## config.mk

```make
export PLATFORM = sky130hd
export DESIGN_NAME = onehot5_rx_monitor
export DESIGN_NICKNAME = d
export VERILOG_FILES = /design/src/rtl/onehot5_rx_monitor.sv
export SDC_FILE = /design/constraint.sdc
export NUM_CORES = 1
export LEC_CHECK = 0
export ABC_AREA = 0
export BUFFER_PORTS_ARGS = -buffer_cell sky130_fd_sc_hd__clkbuf_2
export CAP_MARGIN = 15
export CORE_ASPECT_RATIO = 0.8
export CORE_UTILIZATION = 40
export CTS_BUF_LIST = sky130_fd_sc_hd__clkbuf_16
export DETAILED_ROUTE_END_ITERATION = 7
export PLACE_DENSITY = 0.72
export SYNTH_ARGS = -nofsm -noshare
export SYNTH_HDL_FRONTEND = slang
export SYNTH_SLANG_ARGS = --single-unit
```

## constraint.sdc

```tcl
create_clock -name clk -period 2.3 [get_ports clk]
set_input_delay 0.23 -clock clk [delete_from_list [all_inputs] [get_ports clk]]
set_output_delay 0.23 -clock clk [all_outputs]
set_load 0.005 [all_outputs]
```

## src/rtl/onehot5_rx_monitor.sv

```systemverilog
// Receive-side monitor for the mod-5 one-hot counter bus: encodes the index,
// infers step direction, counts wraps and flags illegal codes or jumps.
//
// state    | meaning
// UNLOCKED | no legal reference sample yet (after reset or an illegal code)
// LOCKED   | tracking; each legal sample is checked against the last index
module onehot5_rx_monitor #(
  parameter int WRAP_W = 8
) (
  input  logic              clk,
  input  logic              reset_n,
  input  logic              in_valid,
  input  logic [4:0]        q_in,
  input  logic              clr,
  output logic [2:0]        idx,
  output logic [1:0]        dir,
  output logic              locked,
  output logic              at_max,
  output logic [WRAP_W-1:0] wrap_cnt,
  output logic              err_onehot,
  output logic              err_jump,
  output logic              err_sticky
);

  typedef enum logic {UNLOCKED = 1'b0, LOCKED = 1'b1} state_t;

  localparam logic [1:0] DIR_HOLD = 2'b00;
  localparam logic [1:0] DIR_UP   = 2'b01;
  localparam logic [1:0] DIR_DOWN = 2'b10;
  localparam logic [1:0] DIR_UNK  = 2'b11;

  state_t            state_q, state_d;
  logic [2:0]        idx_q, idx_d;
  logic [1:0]        dir_q, dir_d;
  logic [WRAP_W-1:0] wrap_q, wrap_d;
  logic              err_onehot_q, err_onehot_d;
  logic              err_jump_q, err_jump_d;
  logic              err_sticky_q, err_sticky_d;

  logic       legal;
  logic [2:0] n_idx;
  logic [2:0] idx_inc;
  logic [2:0] idx_dec;
  logic       wrap_inc;

  always_comb begin
    legal = 1'b1;
    n_idx = 3'd0;
    case (q_in)
      5'b00001: n_idx = 3'd0;
      5'b00010: n_idx = 3'd1;
      5'b00100: n_idx = 3'd2;
      5'b01000: n_idx = 3'd3;
      5'b10000: n_idx = 3'd4;
      default:  legal = 1'b0;
    endcase
  end

  assign idx_inc = (idx_q == 3'd4) ? 3'd0 : idx_q + 3'd1;
  assign idx_dec = (idx_q == 3'd0) ? 3'd4 : idx_q - 3'd1;

  always_comb begin
    state_d      = state_q;
    idx_d        = idx_q;
    dir_d        = dir_q;
    err_onehot_d = 1'b0;
    err_jump_d   = 1'b0;
    wrap_inc     = 1'b0;
    if (in_valid) begin
      if (!legal) begin
        err_onehot_d = 1'b1;
        if (state_q == LOCKED) begin
          state_d = UNLOCKED;
          dir_d   = DIR_UNK;
        end
      end else if (state_q == UNLOCKED) begin
        idx_d   = n_idx;
        dir_d   = DIR_UNK;
        state_d = LOCKED;
      end else if (n_idx == idx_q) begin
        dir_d = DIR_HOLD;
      end else if (n_idx == idx_inc) begin
        dir_d    = DIR_UP;
        idx_d    = n_idx;
        wrap_inc = (idx_q == 3'd4);
      end else if (n_idx == idx_dec) begin
        dir_d    = DIR_DOWN;
        idx_d    = n_idx;
        wrap_inc = (idx_q == 3'd0);
      end else begin
        // Non-adjacent legal code: flag it and re-synchronise to the new index.
        err_jump_d = 1'b1;
        dir_d      = DIR_UNK;
        idx_d      = n_idx;
      end
    end

    // An error in the same cycle as clr must leave the sticky flag set.
    if (err_onehot_d || err_jump_d) err_sticky_d = 1'b1;
    else if (clr)                   err_sticky_d = 1'b0;
    else                            err_sticky_d = err_sticky_q;

    if (clr)                                      wrap_d = '0;
    else if (wrap_inc && (wrap_q != {WRAP_W{1'b1}})) wrap_d = wrap_q + 1'b1;
    else                                          wrap_d = wrap_q;
  end

  always_ff @(posedge clk or negedge reset_n) begin
    if (!reset_n) begin
      state_q      <= UNLOCKED;
      idx_q        <= 3'd0;
      dir_q        <= DIR_UNK;
      wrap_q       <= '0;
      err_onehot_q <= 1'b0;
      err_jump_q   <= 1'b0;
      err_sticky_q <= 1'b0;
    end else begin
      state_q      <= state_d;
      idx_q        <= idx_d;
      dir_q        <= dir_d;
      wrap_q       <= wrap_d;
      err_onehot_q <= err_onehot_d;
      err_jump_q   <= err_jump_d;
      err_sticky_q <= err_sticky_d;
    end
  end

  assign idx        = idx_q;
  assign dir        = dir_q;
  assign locked     = (state_q == LOCKED);
  assign at_max     = (state_q == LOCKED) && (idx_q == 3'd4);
  assign wrap_cnt   = wrap_q;
  assign err_onehot = err_onehot_q;
  assign err_jump   = err_jump_q;
  assign err_sticky = err_sticky_q;

endmodule

```

Yosys cells after proc, flatten, opt, wreduce, memory -nomap -nowiden

Cells that the tools add are included.

Flip-flop bits (word level): 17
Output and inout bits: 18
Logic and storage cells: 62

Add/sub/neg operators: 3
Eq/ne operators: 11
Mux-type cells: 31
Reduce and logical (&&, ||, !) cells: 10

Operators with widths:

| kind                  | number |
|---|---|
| $mux W1               | 19 |
| $mux W8               | 2 |
| $mux W3               | 4 |
| $pmux W3 S4           | 1 |
| $mux W2               | 5 |
| $eq A3 B3 Y1          | 3 |
| $add A8 B1 Y8 const B | 1 |
| $ne A8 B8 Y1 const B  | 1 |
| $reduce_bool A2 Y1    | 3 |
| $eq A5 B1 Y1 const B  | 1 |
| $eq A5 B2 Y1 const B  | 1 |
| $eq A5 B3 Y1 const B  | 1 |
| $eq A5 B4 Y1 const B  | 1 |
| $eq A5 B5 Y1 const B  | 1 |
| $reduce_or A5 Y1      | 1 |
| $add A3 B1 Y3 const B | 1 |
| $eq A3 B3 Y1 const B  | 1 |
| $logic_not A3 Y1      | 1 |
| $reduce_and A3 Y1     | 1 |
| $sub A3 B1 Y3 const B | 1 |
| $logic_and A1 B1 Y1   | 2 |
| $ne A2 B2 Y1 const B  | 1 |
| $reduce_and A2 Y1     | 1 |
| $logic_or A1 B1 Y1    | 1 |

Longest topological paths before layout

Gate-level depths: netlist of the first run.

Depth in word-level cells: 12
Depth in mapped cells: 10
Depth with buffers taken out: 9

Worst setup path before layout of the first run

OpenSTA, ideal clock, no wires.

Path type: flip-flop to flip-flop
From: register idx_q[0] (netlist: idx[0])
To: register wrap_q[0] (netlist: wrap_cnt[0])
Arrival: 2.362 ns
Setup slack: -0.186 ns
Stages on the path, launching flop included: 11
Period minus slack after synthesis: 2.486 ns
Path through: dfrtp_1 inv_1 ha_1 inv_1 nand2_1 o32ai_2 a2111oi_2 mux2i_1 buf_6 nor3b_1 mux2_2

Word-level cells in the longest chain between the ends: 11

RTL lines:

| element                                           | line   | text |
|---|---|---|
| from (decl)                                       | 33     | `logic [2:0] idx_q, idx_d;` |
| from (signal assigned)                            | 119    | `idx_q <= idx_d;` |
| $sub A3 B1 Y3 or $logic_not A3 Y1 (tied branches) | 60, 89 |  |
| $mux W3                                           | 60     | `assign idx_dec = (idx_q == 3'd0) ? 3'd4 : idx_q - 3'd1;` |
| $eq A3 B3 Y1                                      | 86     | `end else if (n_idx == idx_dec) begin` |
| $mux W1                                           | 86     |  |
| $mux W1                                           | 82     | `end else if (n_idx == idx_inc) begin` |
| $mux W1 (*)                                       | 80     | `end else if (n_idx == idx_q) begin` |
| $mux W1 (*)                                       | 76     | `end else if (state_q == UNLOCKED) begin` |
| $mux W1 (*)                                       | 70     | `if (!legal) begin` |
| $mux W1 (*)                                       | 69     | `if (in_valid) begin` |
| $logic_and A1 B1 Y1 (*)                           | 104    | `else if (wrap_inc && (wrap_q != {WRAP_W{1'b1}})) wrap_d = wrap_q + 1'b1;` |
| $reduce_bool A2 Y1 (no line) (*)                  | n/a    |  |
| to (signal assigned)                              | 121    | `wrap_q <= wrap_d;` |
| to (decl)                                         | 35     | `logic [WRAP_W-1:0] wrap_q, wrap_d;` |

Mark *: on every way between the ends. The rest lies on a longest branch, timed or not.
A chain may end at the register's enable or synchronous reset.

Final worst setup path of the first run

From: register idx_q[1] (netlist: idx[1])
To: register wrap_q[2] (netlist: wrap_cnt[2])

Same word-level chain as after synthesis.

==> metrics.md, run 1 <==
| Metric | Value |
|---|---|
| Hold EP | locked$_DFFE_PN0P_ |
| Final TNS setup | -0.126 ns |
| Hold Crit Class | input pin to flip-flop |
| RD Place Congestion | 0.812 |
| HPWL Detailed | 2170 um |
| I/O Buffers | 26 |
| Worst setup margin | -0.0434 ns |
| Inst Count DP | 218 |
| Worst path max stage delay | 0.53 ns |
| VDD IR-drop max | 0.000497 V |
| Clock root buffer master | clkbuf_16 |
| CTS tree | yes |
| Final setup fails | 5 |
| Worst reg2reg path depth | 9 |
| Yosys Warn Count | 0 |
| Wirelength, routed | 3080 um |
| P_leak | 0.786 nW |
| Most common cell in the netlist | dfrtp_1 |
| Clock skew | 0.00308 ns |
| Starting Density | 0.429 |
| Worst Setup Path Type | flip-flop to flip-flop |
| Clock tree buffer depth | 2 |
| Largest net degree at the start of global routing | 18 |
| Post-Syn Area per Cell | 9.06 um^2 |
| Pins Over Slew Limit | 0 |
| Largest family of logic cells by synthesized area | simple AND/OR/NAND/NOR gates |
| Nets | 202 |
| Worst-margin pin slew | 0.534 ns |
| Core area | 2810 um^2 |
| Via count | 1202 |
| Reg-to-reg startpoint | idx[1]$_DFFE_PN0P_ |
| Post-synth top cells | 15 x dfrtp_1, 14 x nand2_1, 12 x nor2_1, 8 x a21oi_1, 7 x xnor2_1 |
| Worst EP required | 2.48 ns |
| Slew HR | 0.643 |
| Post-Layout Cell Count | 226 |
| Total die area | 3240 um^2 |
| Max frequency | 0.427 GHz |
| CP max FO | 5 |
| CP max stage cell | or4_4 |
| Crit. End Element | flip-flop |
| CTS Buf Count | 3 |
| Failing checks | negative setup slack |
| Pwr/cell area | 565 nW/um^2 |
| Share of cells above drive strength 1 | 0.452 |
| Worst setup SP type | flip-flop |
| Synth unique cells | 40 |
| Synth Area in XOR/XNOR | 0.0800 |
| Count of final hold-check violations | 0 |
| Area share of fa/ha/maj cells after synthesis | 0.0415 |
| Via density | 5.32 |
| Seq/Total Area, Yosys | 0.355 |
| First-pass GRT wire length | 4900 um |
| CP Cell Sequence | inv_2, ha_2, or2_2, o32ai_2, a2111oi_4, mux2i_1, buf_4, or4_4, a21oi_2 |
| Number of inserted diodes | 0 |
| Flops & latches, synth | 17 |
| Status | complete, but fails checks |
| Compound-Gate Fraction of Synth Area | 0.162 |
| Synth Instances | 133 |
| Total GRT Usage | 0.197 |
| Die width | 63.4 um |
| H-tree levels | 1 |
| Simple-Gate Fraction of Synth Area | 0.256 |
| Async SR Flop Fraction | 1.00 |
| GRT Residual Overflow | 0 |
| Post-synthesis cell type with the largest combined area | dfrtp_1 |
| Crit path DAT | 2.52 ns |
| Place WS | -0.0255 ns |
| Initial antenna violation count | 0 |
| Number of remaining DRC errors | 0 |
| Proportion of synthesized area in mux cells | 0.0613 |
| Area share of the largest cell type after synthesis | 0.312 |
| Hold depth | 3 |
| Max Cap Viol | 0 |
| Synth-to-Final Area Change | 45.5% |
| Most frequently used flop master after synthesis | dfrtp_1 |
| Hold_ws | 0.279 ns |
| Area contributors post-synth | dfrtp_1 31%, xnor2_1 5.1%, dfstp_2 4.4% |
| Clock latency on the worst-skew pair | 0.25 ns |
| Iter 0 DRT Violations | 102 |
| Post-layout min period | 2.34 ns |
| Cell Area, Synth | 1200 um^2 |
| Syn Nets | 146 |
| Die height | 51.1 um |
| Number of synthesized flops with an enable pin | 0 |
| # IOs | 27 |
| Drt first pass iters | 4 |
| Worst r2r dst | wrap_cnt[2]$_DFFE_PN0P_ |
| Period utilisation layout | 1.02 |
| Total clock sinks | 17 |
| Worst-path clk slew | 0.05 ns |
| Vias in the first global route | 1092 |
| Min-delay src | in_valid |
| Routed WL per cell | 13.6 um |
| RSZ-0062 raised after global routing | yes |
| Num rows | 17 |
| Antenna Violating Nets Remaining | 0 |
| Flop2flop setup slack | -0.04 ns |
[power breakdown]
part / switching [mW] / internal (mW)
clock: 0.118 / 0.233
sequential: 0.0134 / 0.318
combinational: 0.159 / 0.150
total: 0.290 / 0.701
[per-layer routing]
layer	GRT usage	share of wire	vias up
li1	-	-	588
met1	0.257	0.47	586
met2	0.312	0.48	24
met3	0.0603	0.041	4
met4	0.0606	0.011	0
met5	0	0	-
[worst max-delay path: cells and delay by family, from the launching register on]
| family | cells | cell delay, ns |
|---|---|---|
| AOI/OAI and AO/OA | 3 | 0.55 |
| adders and majority gates | 1 | 0.22 |
| buffers and inverters | 2 | 0.30 |
| and+or+nand+nor | 2 | 0.65 |
| DFF | 1 | 0.40 |
| muxes | 1 | 0.15 |
[cell families after synthesis]
| group | Yosys count |
|---|---|
| and+or+nand+nor | 57 |
| AOI/OAI and AO/OA | 28 |
| DFF | 17 |
| xor gates and xnor gates | 11 |
| buffers and inverters | 9 |
| muxes | 7 |
| adders and majority gates | 4 |
[final cells by class]
type	instances	area [um^2]
tap	38	47.5
inverter	6	22.5
clock inverter	1	5.00
sequential	17	429
timing repair buffer	54	340
fill	240	1050
clock buffer	3	75.1
multi-input combinational	107	833
[registers in the layout, summed over array words and instances, names as in the netlist]
signal	flops
idx	3
dir	2
err_onehot	1
err_jump	1
locked	1
wrap_cnt	8
err_sticky	1
[how the worst max path moves through the flow]
stage	start	endpoint	slack, ns	cells after the start
floorplan	idx[0]$_DFFE_PN0P_	wrap_cnt[7]$_DFFE_PN0P_	0.008	10
global placement	q_in[0]	wrap_cnt[7]$_DFFE_PN0P_	0.02	9
detailed placement	idx[0]$_DFFE_PN0P_	wrap_cnt[5]$_DFFE_PN0P_	-0.03	9
CTS	idx[0]$_DFFE_PN0P_	wrap_cnt[5]$_DFFE_PN0P_	-0.02	9
global route	idx[1]$_DFFE_PN0P_	wrap_cnt[5]$_DFFE_PN0P_	-0.12	9
finish	idx[1]$_DFFE_PN0P_	wrap_cnt[2]$_DFFE_PN0P_	-0.04	9
[placed cells by master (no fill, tap or decap), types with 2 or more instances in the layout]
master | Yosys | layout
a21oi_1 | 8 | 5
clkbuf_2 | 0 | 26
dfstp_2 | 2 | 2
xnor2_1 | 7 | 7
or4_1 | 4 | 2
o31ai_1 | 4 | 4
nand4_1 | 3 | 3
a21oi_2 | 0 | 3
nor2_1 | 12 | 11
inv_1 | 6 | 3
buf_4 | 0 | 26
nor4_4 | 1 | 3
nand2b_1 | 3 | 3
o21a_1 | 2 | 2
mux2i_1 | 4 | 4
ha_1 | 4 | 2
or4_4 | 0 | 2
mux2_4 | 0 | 2
dfrtp_1 | 15 | 14
o21ai_0 | 5 | 5
nand2_1 | 14 | 14
nand3_1 | 4 | 4
xor2_1 | 4 | 4
nor2b_1 | 5 | 5
inv_2 | 0 | 3
clkbuf_16 | 0 | 3
[metrics by stage]
stage	util	total power [mW]	instance area, um^2
3_5_place_dp	0.557	0.606	1560
3_3_place_gp	0.557	0.596	1560
5_1_grt	0.624	1.04	1750
2_1_floorplan	-	0.484	1240
6_report	0.624	0.991	1750
4_1_cts	0.590	0.964	1660
[repair_timing]
item                       in CTS  in global routing
setup endpoints to repair       6                  8
hold buffers                    1                  0
pin swaps                       0                  5
gates cloned                    0                  1
buffers inserted                0                  2
hold endpoints to repair       15                  0
gates resized for setup         2                 15
No activity file was read; power rests on OpenSTA's default activity.
==> run 2, diff against run 1 <==
--- a/config.mk
+++ b/config.mk
@@ -11,8 +11,10 @@
 export CORE_ASPECT_RATIO = 0.8
 export CORE_UTILIZATION = 40
 export CTS_BUF_LIST = sky130_fd_sc_hd__clkbuf_16
+export CTS_CLUSTER_DIAMETER = 60
 export DETAILED_ROUTE_END_ITERATION = 7
 export PLACE_DENSITY = 0.72
+export SKIP_LAST_GASP = 1
 export SYNTH_ARGS = -nofsm -noshare
 export SYNTH_HDL_FRONTEND = slang
 export SYNTH_SLANG_ARGS = --single-unit
==> run 2 against run 1 <==
The flow still finishes with violations (negative setup slack). Die area stayed put. Routed wire length is 4.4% lower. Clock power is essentially flat. Via count decreased by 2.2%. Sequential power about the same. Register-to-register slack lost 0.02 ns. Clock skew is 0.0011 ns lower. Cell area fell by 1.8%. Sequential share of layout area is 0.44 points higher. Maximum frequency fell by 1.0%.
==> metrics.md, run 2 (synthesis results as in run 1) <==
| Metric | Value |
|---|---|
| Status | complete, but fails checks |
| Failing checks | negative setup slack |
| Clock latency on the worst-skew pair | 0.25 ns (about the same) |
| Max Cap Viol | 0 (unchanged) |
| Nets | 201 (-0.50%) |
| Met3 usage | 0.0603 (unchanged) |
| Max reg flops | 8 (unchanged) |
| Pwr/cell area | 571 nW/um^2 (+1.1%) |
| Worst-path clk slew | 0.05 ns (about the same) |
| VDD IR-drop max | 0.000498 V (+0.26%) |
| Synth-to-Final Area Change | 42.9% |
| Worst setup SP type | flip-flop |
| Count of final hold-check violations | 0 (unchanged) |
| Slew HR | 0.688 (+0.0450) |
| Die height | 51.1 um (unchanged) |
| Total die area | 3240 um^2 (unchanged) |
| Via density | 5.23 (-1.7%) |
| # IOs | 27 (unchanged) |
| Hold Crit Class | input pin to flip-flop |
| Hold depth | 3 (unchanged) |
| Crit path DAT | 2.54 ns (+0.02 ns) |
| CTS tree | yes |
| GRT Residual Overflow | 0 (unchanged) |
| Total GRT Usage | 0.197 (unchanged) |
| Vias in the first global route | 1092 (unchanged) |
| Share of cells above drive strength 1 | 0.433 (-0.0190) |
| Largest net degree at the start of global routing | 18 (unchanged) |
| Flop2flop setup slack | -0.07 ns (-0.02 ns) |
| Worst Setup Path Type | flip-flop to flip-flop |
| Antenna Violating Nets Remaining | 0 (unchanged) |
| Worst reg2reg path depth | 10 (+1) |
| RD Place Congestion | 0.812 (unchanged) |
| Met1 usage | 0.257 (unchanged) |
| Commonest non-fill, non-tap cells in the layout | 26 x buf_4, 26 x clkbuf_2, 14 x nand2_1, 14 x dfrtp_1, 11 x nor2_1 |
| Place WS | -0.0255 ns (unchanged) |
| First-pass GRT wire length | 4900 um (unchanged) |
| Final instance area | 1720 um^2 (-1.8%) |
| M2 GR Usage | 0.312 (unchanged) |
| CP max stage cell | or4_1 |
| Final TNS setup | -0.247 ns (-0.121 ns) |
| Fillers | 251 (+4.6%) |
| HPWL Detailed | 2170 um (unchanged) |
| Post-layout min period | 2.37 ns (+0.0244 ns) |
| Number of remaining DRC errors | 0 (unchanged) |
| Max frequency | 0.422 GHz (-1.0%) |
| Clock root buffer master | clkbuf_16 |
| Via count | 1176 (-2.2%) |
| Crit path top cell by count | inv_2 |
| Wirelength, routed | 2940 um (-4.4%) |
| Worst EP required | 2.48 ns (about the same) |
| Hold_ws | 0.278 ns (-0.000634 ns) |
| Total clock sinks | 17 (unchanged) |
| Crit. End Element | flip-flop |
| Area post-placement | 1560 um^2 (unchanged) |
| Worst setup margin | -0.0678 ns (-0.0244 ns) |
| Worst path max stage delay | 0.53 ns (about the same) |
| Min-delay src | in_valid |
| Num rows | 17 (unchanged) |
| Iter 0 DRT Violations | 82 (-20%) |
| Drt first pass iters | 6 (+2) |
| Final setup fails | 6 (+1) |
| CP Cell Sequence | inv_2, ha_4, inv_2, nand2_1, o32ai_2, a2111oi_4, mux2i_1, buf_4, or4_1, a21oi_2 |
| Clock skew | 0.00195 ns (-0.00113 ns) |
| Post-layout util | 0.613 (-0.0111) |
| CTS Buf Count | 3 (unchanged) |
| Period utilisation layout | 1.03 (+0.0106) |
| Reg-to-reg startpoint | idx[0]$_DFFE_PN0P_ |
| Core area | 2810 um^2 (unchanged) |
| Hold EP | locked$_DFFE_PN0P_ |
| RSZ-0062 raised after global routing | yes |
| I/O Buffers | 26 (unchanged) |
| Pins Over Slew Limit | 0 (unchanged) |
| Starting Density | 0.429 (unchanged) |
| Clock tree buffer depth | 2 (unchanged) |
| H-tree levels | 1 (unchanged) |
| Routed WL per cell | 13.1 um (-4.0%) |
| Number of inserted diodes | 0 (unchanged) |
| Worst-margin pin slew | 0.467 ns (-0.0674 ns) |
| Die width | 63.4 um (unchanged) |
| Initial antenna violation count | 0 (unchanged) |
| Grt peak-use layer | met2 |
| CP max FO | 7 (+2) |
| Worst r2r dst | wrap_cnt[2]$_DFFE_PN0P_ |
| P_leak | 0.766 nW (-2.5%) |
-- run 2: what timing repair did --
action | 4_1_cts | 5_1_grt
endpoints found under the setup margin | 6 | 8
endpoints found under the hold margin | 15 | 0
pin swaps | 0 | 3
gates resized for setup | 1 | 12
cloned | 0 | 1
hold buffers | 1 | 0
buffers inserted | 0 | 1
-- run 2: worst max-delay path by stage --
| stage | start | to | slack, ns |
|---|---|---|---|
| global route | idx[0]$_DFFE_PN0P_ | wrap_cnt[2]$_DFFE_PN0P_ | -0.17 |
| CTS | idx[0]$_DFFE_PN0P_ | wrap_cnt[5]$_DFFE_PN0P_ | -0.02 |
| finish | idx[0]$_DFFE_PN0P_ | wrap_cnt[2]$_DFFE_PN0P_ | -0.07 |
| floorplan | idx[0]$_DFFE_PN0P_ | wrap_cnt[7]$_DFFE_PN0P_ | 0.008 |
| global placement | q_in[0] | wrap_cnt[7]$_DFFE_PN0P_ | 0.02 |
| detailed placement | idx[0]$_DFFE_PN0P_ | wrap_cnt[5]$_DFFE_PN0P_ | -0.03 |
-- run 2: final cells by class --
cell class	count	area, um^2	area share
tap	38	47.5	0.0276
clock buffer	3	75.1	0.0436
multi-input combinational	107	807	0.469
timing repair buffer	53	335	0.195
sequential	17	429	0.249
inverter	6	22.5	0.0131
clock inverter	1	5.00	0.00291
-- run 2: power by group --
group / internal [mW] / switching (mW) / total (mW)
registers: 0.318 / 0.0135 / 0.332
clock network: 0.233 / 0.117 / 0.350
logic: 0.148 / 0.155 / 0.303
-- run 2: per-layer routing --
metal	up-vias	share of wire
met5	-	0
met4	0	0.0071
met3	4	0.040
met2	24	0.47
met1	563	0.48
li1	585	-
-- run 2: metrics by stage --
| step | power, mW | cells |
|---|---|---|
| 6_report | 0.984 | 225 |
| 5_1_grt | 1.04 | 225 |
| 3_3_place_gp | 0.596 | 218 |
| 4_1_cts | 0.962 | 223 |
| 3_5_place_dp | 0.606 | 218 |
| 2_1_floorplan | 0.484 | 133 |
-- run 2: critical path: cells and delay by family, from the launching register on --
kind,cells,cell delay (ns)
simple gates,2,0.61
compound gates,3,0.61
buf+inv,3,0.33
flops,1,0.42
mux,1,0.15
fa+ha+maj,1,0.20
